File: src/rtl/multi_sync_capture.sv
// Multi-channel asynchronous input synchronizer with optional glitch filter,
// per-channel level/edge detection and a strobed bus capture with ready/valid handoff.
module multi_sync_capture #(
  parameter int NCH      = 8,
  parameter int STAGES   = 2,
  parameter int FILT_CNT = 0,
  parameter int DW       = 8
) (
  input  logic              clk,
  input  logic              rst_n,
  input  logic              ena,
  input  logic [NCH-1:0]    async_in,
  input  logic [2*NCH-1:0]  mode,
  output logic [NCH-1:0]    ch_out,
  input  logic [DW-1:0]     data_in,
  input  logic              data_stb,
  output logic [DW-1:0]     data_out,
  output logic              data_valid,
  input  logic              data_ready,
  output logic              overrun,
  input  logic              clr_ovr
);

  // Filtered lanes: NCH channels plus the strobe at index NCH.
  localparam int NF = NCH + 1;
  localparam int W  = NF + DW;
  localparam logic [3:0] FILT_LAST = (FILT_CNT > 0) ? 4'(FILT_CNT - 1) : 4'd0;

  logic [W-1:0]   sync_q [STAGES];
  logic [W-1:0]   sync_d [STAGES];
  logic [NF-1:0]  filt_q, filt_d;
  logic [NF-1:0]  prev_q, prev_d;
  logic [3:0]     cnt_q [NF];
  logic [3:0]     cnt_d [NF];
  logic [NCH-1:0] ch_q, ch_d;
  logic [DW-1:0]  dout_q, dout_d;
  logic           valid_q, valid_d;
  logic           ovr_q, ovr_d;

  logic [W-1:0]   sync_last;
  logic [NF-1:0]  sync_bits;
  logic [DW-1:0]  sync_data;
  logic           capture;

  assign sync_last = sync_q[STAGES-1];
  assign sync_bits = sync_last[NF-1:0];
  assign sync_data = sync_last[W-1:NF];

  always_comb begin
    sync_d[0] = {data_in, data_stb, async_in};
    for (int unsigned s = 1; s < STAGES; s++) begin
      sync_d[s] = sync_q[s-1];
    end
  end

  always_comb begin
    filt_d = filt_q;
    for (int unsigned i = 0; i < NF; i++) begin
      cnt_d[i] = '0;
      if (FILT_CNT == 0) begin
        filt_d[i] = sync_bits[i];
      end else if (sync_bits[i] != filt_q[i]) begin
        if (cnt_q[i] == FILT_LAST) begin
          filt_d[i] = sync_bits[i];
        end else begin
          cnt_d[i] = cnt_q[i] + 4'd1;
        end
      end
    end
    prev_d = filt_q;
  end

  always_comb begin
    ch_d = '0;
    for (int unsigned i = 0; i < NCH; i++) begin
      case (mode[2*i +: 2])
        2'b00:   ch_d[i] = filt_q[i];
        2'b01:   ch_d[i] = filt_q[i] & ~prev_q[i];
        2'b10:   ch_d[i] = ~filt_q[i] & prev_q[i];
        default: ch_d[i] = filt_q[i] ^ prev_q[i];
      endcase
    end
    if (!ena) ch_d = '0;
  end

  assign capture = ena & filt_q[NCH] & ~prev_q[NCH];

  // A capture against a held word is accepted only if that word is consumed in the same cycle.
  always_comb begin
    dout_d  = dout_q;
    valid_d = valid_q;
    ovr_d   = ovr_q;
    if (clr_ovr) ovr_d = 1'b0;
    if (capture) begin
      if (!valid_q || data_ready) begin
        dout_d  = sync_data;
        valid_d = 1'b1;
      end else begin
        ovr_d = 1'b1;
      end
    end else if (valid_q && data_ready) begin
      valid_d = 1'b0;
    end
  end

  always_ff @(posedge clk) begin
    if (!rst_n) begin
      for (int unsigned s = 0; s < STAGES; s++) sync_q[s] <= '0;
      for (int unsigned i = 0; i < NF; i++) cnt_q[i] <= '0;
      filt_q  <= '0;
      prev_q  <= '0;
      ch_q    <= '0;
      dout_q  <= '0;
      valid_q <= 1'b0;
      ovr_q   <= 1'b0;
    end else begin
      for (int unsigned s = 0; s < STAGES; s++) sync_q[s] <= sync_d[s];
      for (int unsigned i = 0; i < NF; i++) cnt_q[i] <= cnt_d[i];
      filt_q  <= filt_d;
      prev_q  <= prev_d;
      ch_q    <= ch_d;
      dout_q  <= dout_d;
      valid_q <= valid_d;
      ovr_q   <= ovr_d;
    end
  end

  assign ch_out     = ch_q;
  assign data_out   = dout_q;
  assign data_valid = valid_q;
  assign overrun    = ovr_q;

endmodule
File: config.mk
export PLATFORM = sky130hd
export DESIGN_NAME = multi_sync_capture
export DESIGN_NICKNAME = d
export VERILOG_FILES = /design/src/rtl/multi_sync_capture.sv
export SDC_FILE = /design/constraint.sdc
export NUM_CORES = 1
export LEC_CHECK = 0
export BUFFER_PORTS_ARGS = -buffer_cell sky130_fd_sc_hd__buf_4
export CORE_ASPECT_RATIO = 0.8
export CORE_MARGIN = 5
export CORE_UTILIZATION = 34
export CTS_CLUSTER_SIZE = 8
export DETAILED_ROUTE_END_ITERATION = 16
export GPL_ROUTABILITY_DRIVEN = 0
export PLACE_DENSITY_LB_ADDON = 0.15
export SETUP_SLACK_MARGIN = 0.05
export SLEW_MARGIN = 40
export SYNTH_ARGS = -nofsm -noshare
export SYNTH_HDL_FRONTEND = slang
export SYNTH_SLANG_ARGS = --single-unit
File: constraint.sdc
create_clock -name clk -period 2 [get_ports clk]
set_input_delay 0.4 -clock clk [delete_from_list [all_inputs] [get_ports clk]]
set_output_delay 0.4 -clock clk [all_outputs]
set_load 0.02 [all_outputs]
Word-level counts from Yosys, hierarchy flattened:

Memory sizes are Yosys's and may differ from the RTL's.
Index checks and enable logic that the tools add are counted.
Widths: inputs -> output; s select.

* equal/unequal tests: 17
* muxes and demuxes: 18
* bitwise gates (word level): 45
* reduce and logical (&&, ||, !) cells: 15

Operators by type and width (number)
* $mux 17: 2
* $pmux 1 s3: 8
* $and 1x1->1: 18
* $not 1->1: 17
* $eq 2x1->1 const B: 8
* $eq 2x2->1 const B: 8
* $logic_not 2->1: 8
* $mux 1: 8
* $xor 1x1->1: 8
* $reduce_and 2->1: 3
* $ne 2x1->1 const B: 1
* $or 1x1->1: 2
* $reduce_bool 2->1: 1
* $logic_and 1x1->1: 1
* $logic_not 1->1: 1
* $logic_or 1x1->1: 1

* register bits: 36
* RAM bits: 34
* bits of input ports: 38
* output and inout port bits: 18
* memories kept: 1

Memory list
* sync_q: depth 2, width 17, rd ports 2, clocked after memory_dff 0, write ports 2, RTL line 29 `logic [W-1:0] sync_q [STAGES];`

Depth between registers and ports, before layout:

Gate-level depths: netlist of run 1.

* depth after elaboration: 4
* depth in mapped cells: 5
* mapped depth without buffers: 5

Worst setup path after synthesis of run 1:

OpenSTA, ideal clock, no wires.

* path type: reg2reg
* from: register filt_q[0]
* to: register ch_q[0], in the netlist ch_out[0]
* library setup time: 0.122 ns
* arrival time: 1.225 ns
* setup slack: 0.654 ns
* cell stages (with the launch flop): 6
* path buffers: 0
* clock period less this slack: 1.346 ns
* cells stage by stage: dfxtp_1 -> inv_1 -> ha_1 -> inv_1 -> mux4_2 -> nor2b_1

* cells in the longest elaborated chain, start to end: 3

Ends and longest elaborated chain
* from (decl): RTL line 31 `logic [NF-1:0] filt_q, filt_d;`
* from (signal assigned): RTL line 119 `filt_q <= filt_d;`
* $not 1->1: RTL line 79 `2'b10: ch_d[i] = ~filt_q[i] & prev_q[i];`
* $and 1x1->1: RTL line 79
* $pmux 1 s3 (*): RTL line 76 `case (mode[2*i +: 2])`
* to (signal assigned): RTL line 121 `ch_q <= ch_d;`
* to (decl): RTL line 35 `logic [NCH-1:0] ch_q, ch_d;`

Every way passes the cells marked *; elsewhere a longest branch is shown, timed or not.
A chain may end at the register's enable or synchronous reset.

Worst setup path after layout of run 1:

* from: register filt_q[5]
* to: register ch_q[5], in the netlist ch_out[5]

The elaborated chain is that of the path after synthesis.

==> metrics.cfg, run 1 <==
[run_status]
outcome = complete, no violations

[worst_setup_path]
cp_data_required_time_ns = 2.20
cp-startpoint = filt_q[5]
slowest_stage = mux4_2
crit_path_start_kind = flop
cp-endpoint = ch_out[5]
endpoint_kind = flop
path_max_fanout = 4
worstPathCellList = inv_1, ha_1, inv_1, mux4_2, nor2b_1
regToRegSetupSlack_ns = 0.57
r2r_start = filt_q[5]
regToRegEndpoint = ch_out[5]
cpPeakStageDelay_ns = 0.44
criticalPathCategory = reg2reg
cp_common_cell = inv_1
cp.arrival_ns = 1.63
reg2regPathDepth = 5

[sta]
slew_headroom_pct = 75.3
hold-worst-slack_ns = 0.246
finalSetupViolCount = 0
hold_viol = 0
fin_crit_ns = 1.43
finalCritPeriodShare_pct = 71.3
slew_viol_final = 0
fin_tns_setup_ns = 0
skew_ns = 0.00737
rsz0062_at_grt = no
fin_ws_ns = 0.574
max_freq_mhz = 701
tightest_slew_ns = 0.370

[final_layout]
multiInputGateArea_um2 = 970
final_util_pct = 43.4
num-fill-cells = 701
layoutNonFillerInstCount = 374
regArea_um2 = 1400
drive_gt1_share_pct = 27.5
finalInstanceArea_um2 = 3160
num_antenna_cells = 0
syn_to_final_growth_pct = 26.4
nets = 335

[global_routing]
antenna_found_initial = 0
grt_start_max_net_pins = 37
first_global_vias = 1444
grt_pass1_wl_um = 6380
track_usage_pct = 9.10
grt-ovfl-total = 0

[routing]
final_antenna_net_count = 0
drt_iter0_drc = 28
routed_via_density = 4.10
route.vias.total = 1535
drtPass1Iterations = 4
drt_wl_total_um = 3750
routedWlPerCell_um = 10.0
post-route-drc-count = 0

[floorplanning]
rows = 28
dieArea_um2 = 9190
die_y_um = 86.7
start_util_pct = 34.3
pin_count = 56
fp.coreArea_um2 = 7290
die_w_um = 106

[placement]
port_buffers = 55
placed_area_um2 = 2990
dp_hpwl_um = 2620
placed_cells = 360
dp_slack_ns = 0.570

[clock_tree]
htreeDepth = 3
cts_tree = done
cts_num_sinks = 70
cts_root_buf = clkbuf_8
cts_setup_buffers = 0
clock_latency_ns = 0.33
ctsHoldBuffers = 0
cts_resized = 0
cts-buffers-inserted = 9
clk_pin_slew_ns = 0.07
clock_path_buffers = 2

[power]
power_mw = 2.60
p_leak_nw = 1.41
pwr_density_cell_nw_per_um2 = 823
ir_drop_v = 0.000372

[run]
drv_cap = 0

[synth]
ys_warn_count = 0
netlist_area_um2 = 2500
ys_seq_area_share_pct = 56.0
ys_seq_elements = 70
syn_area_per_cell_um2 = 11.2
synthCells = 223
ys_types = 18
synth_nets = 277

[min_path]
hold_class = in2reg

cells in the final DEF, fill, tap and decap left out:
cell type | netlist | routed
a211oi_1 | 4 | 4
a21boi_0 | 1 | 1
and2_1 | 53 | 53
buf_4 | 0 | 56
clkbuf_1 | 5 | 1
clkbuf_8 | 0 | 12
clkinv_2 | 0 | 1
dfxtp_1 | 70 | 70
ha_1 | 16 | 16
inv_1 | 23 | 23
mux2i_1 | 8 | 8
mux4_2 | 6 | 6
nand2_1 | 19 | 19
nand2b_4 | 1 | 1
nand3b_4 | 1 | 1
nor2b_1 | 8 | 8
nor2b_4 | 1 | 1
o21ai_0 | 2 | 2
o22ai_1 | 1 | 1
cell usage after synthesis:
| master | n | share of area, % |
|---|---|---|
| a211oi_1 | 4 | 1.2 |
| nor2b_1 | 8 | 2.0 |
| buf_2 | 3 | 0.60 |
| mux2i_1 | 8 | 3.2 |
| dfxtp_1 | 70 | 56 |
| nand2b_4 | 1 | 0.55 |
| clkbuf_1 | 5 | 0.75 |
| o21ai_0 | 2 | 0.40 |
| nor2b_4 | 1 | 0.55 |
| nand2_1 | 19 | 2.9 |
| ha_1 | 16 | 8.0 |
| inv_1 | 23 | 3.4 |
| buf_6 | 1 | 0.45 |
| and2_1 | 53 | 13 |
| o22ai_1 | 1 | 0.25 |
| a21boi_0 | 1 | 0.30 |
| mux4_2 | 6 | 5.4 |
| nand3b_4 | 1 | 0.80 |
how the worst min path moves through the flow:
stage / endpoint / start / slack [ns] / cells past startpoint
finish: ch_out[1] / mode[3] / 0.25 / 2
global route: ch_out[1] / mode[3] / 0.22 / 2
CTS: ch_out[1] / mode[3] / 0.22 / 2
detailed placement: sync_q[0][19] / sync_q[0][2] / 0.42 / 1
global placement: sync_q[0][32] / sync_q[0][15] / 0.42 / 1
floorplan: filt_q[0] / sync_q[0][17] / 0.41 / 1
sequential cells by signal (all words and copies together) (netlist names):
register,cells
sync_q,34
filt_q,9
prev_q,9
ch_out,8
data_out,8
data_valid,1
overrun,1
power by group:
part / leakage, nW / internal [mW] / switching [mW] / total, mW
clock network: 0.0914 / 0.537 / 0.465 / 1.00
logic: 0.745 / 0.0941 / 0.0576 / 0.152
registers: 0.573 / 1.44 / 0.0128 / 1.45
cell families after synthesis:
group	Yosys count	synth area share (%)
flops	70	56.0
mux	14	8.60
simple gates	83	20.0
fa+ha+maj	16	8.00
buf+inv	32	5.25
compound gates	8	2.15
cell type report:
type / instances / share of cell area (%)
flip-flops and latches: 70 / 44.3
multi-input cells: 121 / 30.6
repair buffers: 56 / 13.3
clock buffers: 13 / 5.34
well taps: 90 / 3.56
inverters: 23 / 2.73
clock inverters: 1 / 0.158
routing by layer:
| layer | share of wire, % | vias up | global-route usage (%) |
|---|---|---|---|
| met4 | 1.6 | 0 | 3.53 |
| met5 | 0 | - | 0 |
| met2 | 43 | 42 | 13.6 |
| met1 | 45 | 682 | 10.0 |
| li1 | - | 805 | - |
| met3 | 10 | 6 | 6.55 |
critical path, delay by kind of cell, from the launching register on:
kind	cells	cell delay [ns]
adder cells (fa/ha/maj)	1	0.27
buffers and inverters	2	0.09
flip-flops	1	0.37
multiplexers	1	0.44
AND/OR/NAND/NOR	1	0.14
(Power assumes the default switching activity.)
==> inputs of run 2 (changes only) <==
==> constraint.sdc (replaced) <==
create_clock -name clk -period 1.5 [get_ports clk]
set_input_delay 0.3 -clock clk [delete_from_list [all_inputs] [get_ports clk]]
set_output_delay 0.3 -clock clk [all_outputs]
set_load 0.02 [all_outputs]
==> run 2 against run 1 <==
Effect of this change: clock power is 70% higher; worst setup slack got worse by 0.47 ns; core utilization grew 1.4 points; first-iteration DRC count rose by 7.1%; critical path depth unchanged; highest routed layer unchanged; critical path type unchanged; routed wire length rose by 0.67%; clock-buffer cell count fell by 2; via count is the same; cell count grew 1.9%; sequential cell count is the same; register-to-register slack worse by 0.47 ns; largest cell class unchanged.
==> metrics.cfg, run 2 (same netlist as run 1, synthesis figures left out) <==
[worst_setup_path]
path_max_fanout = 4  ; unchanged
critPathTopFamily = multiplexers
endpoint_kind = flop
regToRegEndpoint = ch_out[6]
worstPathCellList = inv_1, ha_1, inv_1, mux4_2, nor2b_1
cp_common_cell = inv_1
r2r_start = filt_q[6]
path_buf_inv = 2  ; unchanged
criticalPathCategory = reg2reg
regToRegSetupSlack_ns = 0.11  ; -0.47 ns
crit_path_start_kind = flop
cpPeakStageDelay_ns = 0.44  ; about the same
cp_data_required_time_ns = 1.71  ; -0.49 ns
cp.arrival_ns = 1.60  ; -0.03 ns
slowest_stage = mux4_2
reg2regPathDepth = 5  ; unchanged

[clock_tree]
clock_latency_ns = 0.33  ; about the same
cts-buffers-inserted = 9  ; unchanged
clock_path_buffers = 2  ; unchanged
cts_root_buf = clkbuf_8
htreeDepth = 3  ; unchanged
cts_num_sinks = 70  ; unchanged
cts_tree = done
clk_pin_slew_ns = 0.07  ; about the same

[final_layout]
nets = 340  ; +1.5%
regMostFlops = sync_q
largest_register_ffs = 34  ; unchanged
reg_top3 = sync_q x34, filt_q x9, prev_q x9
layout_common_cells = dfxtp_1 (65), buf_4 (61), and2_1 (53), inv_1 (23), nand2_1 (19)
final_util_pct = 44.8  ; +1.4 points
syn_to_final_growth_pct = 30.5
multiInputGateArea_um2 = 970  ; unchanged
num_antenna_cells = 0  ; unchanged
num-fill-cells = 696  ; -0.71%
mostFrequentLayoutCell = dfxtp_1
drive_gt1_share_pct = 31.3  ; +3.8 points
regArea_um2 = 1410  ; +0.45%

[sta]
max_freq_mhz = 718  ; +2.5%
rsz0062_at_grt = yes
slew_headroom_pct = 75.6  ; +0.31 points
slew_viol_final = 0  ; unchanged
tightest_slew_ns = 0.365  ; -0.00460 ns
hold_viol = 0  ; unchanged
fin_crit_ns = 1.39  ; -0.0344 ns
finalSetupViolCount = 0  ; unchanged
fin_tns_setup_ns = 0  ; unchanged
finalCritPeriodShare_pct = 92.8  ; +21 points
skew_ns = 0.00947  ; +0.00210 ns
hold-worst-slack_ns = 0.148  ; -0.0985 ns

[global_routing]
grt_start_max_net_pins = 31  ; -16%
first_global_vias = 1487  ; +3.0%
track_usage_pct = 9.59  ; +0.49 points
grt_pass1_wl_um = 6830  ; +7.2%
antenna_found_initial = 0  ; unchanged
grt-ovfl-total = 0  ; unchanged

[floorplanning]
die_w_um = 106  ; unchanged
start_util_pct = 34.3  ; unchanged
rows = 28  ; unchanged
dieArea_um2 = 9190  ; unchanged
die_y_um = 86.7  ; unchanged
pin_count = 56  ; unchanged
fp.coreArea_um2 = 7290  ; unchanged

[routing]
post-route-drc-count = 0  ; unchanged
drt_wl_total_um = 3780  ; +0.67%
drt_iter0_drc = 30  ; +7.1%
final_antenna_net_count = 0  ; unchanged
drtPass1Iterations = 4  ; unchanged
routed_via_density = 4.03  ; -1.8%
routedWlPerCell_um = 9.91  ; -1.2%
route.vias.total = 1535  ; unchanged

[min_path]
holdPathEnd = ch_out[1]
worstHoldPathCells = 2  ; unchanged
hold_start = mode[3]
hold_class = in2reg

[run_status]
outcome = complete, no violations

[power]
pwr_density_cell_nw_per_um2 = 1180  ; +43%
ir_drop_v = 0.000617  ; +66%
p_leak_nw = 1.46  ; +3.7%

[run]
drv_cap = 0  ; unchanged

[placement]
dp_hpwl_um = 2670  ; +1.9%
port_buffers = 55  ; unchanged

run 2: changes by cell type in the layout (fill, tap and decap cells not counted), sizes merged:
cell	delta
buf	+5
bufinv	+2
clkbuf	-2
clkinv	+1
clkinvlp	+1
run 2: how the worst max path moves through the flow:
stage	from	endpoint	cells past startpoint
floorplan	filt_q[0]	ch_out[0]	5
global placement	filt_q[6]	ch_out[6]	5
detailed placement	filt_q[3]	ch_out[3]	5
CTS	filt_q[6]	ch_out[6]	5
global route	filt_q[6]	ch_out[6]	5
finish	filt_q[6]	ch_out[6]	5
run 2: through the flow:
step,worst slack [ns],instances,power [mW],cell area [µm²]
after floorplan,0.154,223,2.08,2500
after global placement,0.114,363,2.19,3010
after detailed placement,0.0721,363,2.19,3010
after CTS,0.0569,379,3.93,3250
after global routing,0.0371,381,4.04,3270
final,0.108,381,3.84,3270
run 2: area by class of cell:
| class | instances | area share (%) |
|---|---|---|
| Timing Repair Buffer | 61 | 14.0 |
| Clock inverter | 5 | 2.49 |
| Sequential cell | 70 | 43.1 |
| Tap cell | 90 | 3.45 |
| Inverter | 23 | 2.64 |
| Multi-Input combinational cell | 121 | 29.7 |
| Clock buffer | 11 | 4.63 |
run 2: report_power, final:
group	switching [mW]	internal, mW	leakage [nW]
clock	0.671	1.03	0.116
combinational	0.0797	0.131	0.771
sequential	0.0167	1.92	0.575
total	0.767	3.07	1.46
run 2: timing repair:
| action | 4_1_cts | 5_1_grt |
|---|---|---|
| hold buffers | 0 | 0 |
| endpoints found under the setup margin | 0 | 5 |
| resized for setup | 0 | 5 |
| setup buffers | 0 | 2 |
run 2: metal layers:
metal  track usage (%)  vias to the layer above  routed length, µm
met5                 0                        -                  0
met4              3.53                        0                 48
met3              5.66                        5                313
met2              13.0                       40               1580
met1              12.5                      673               1830
li1                  -                      817                  -
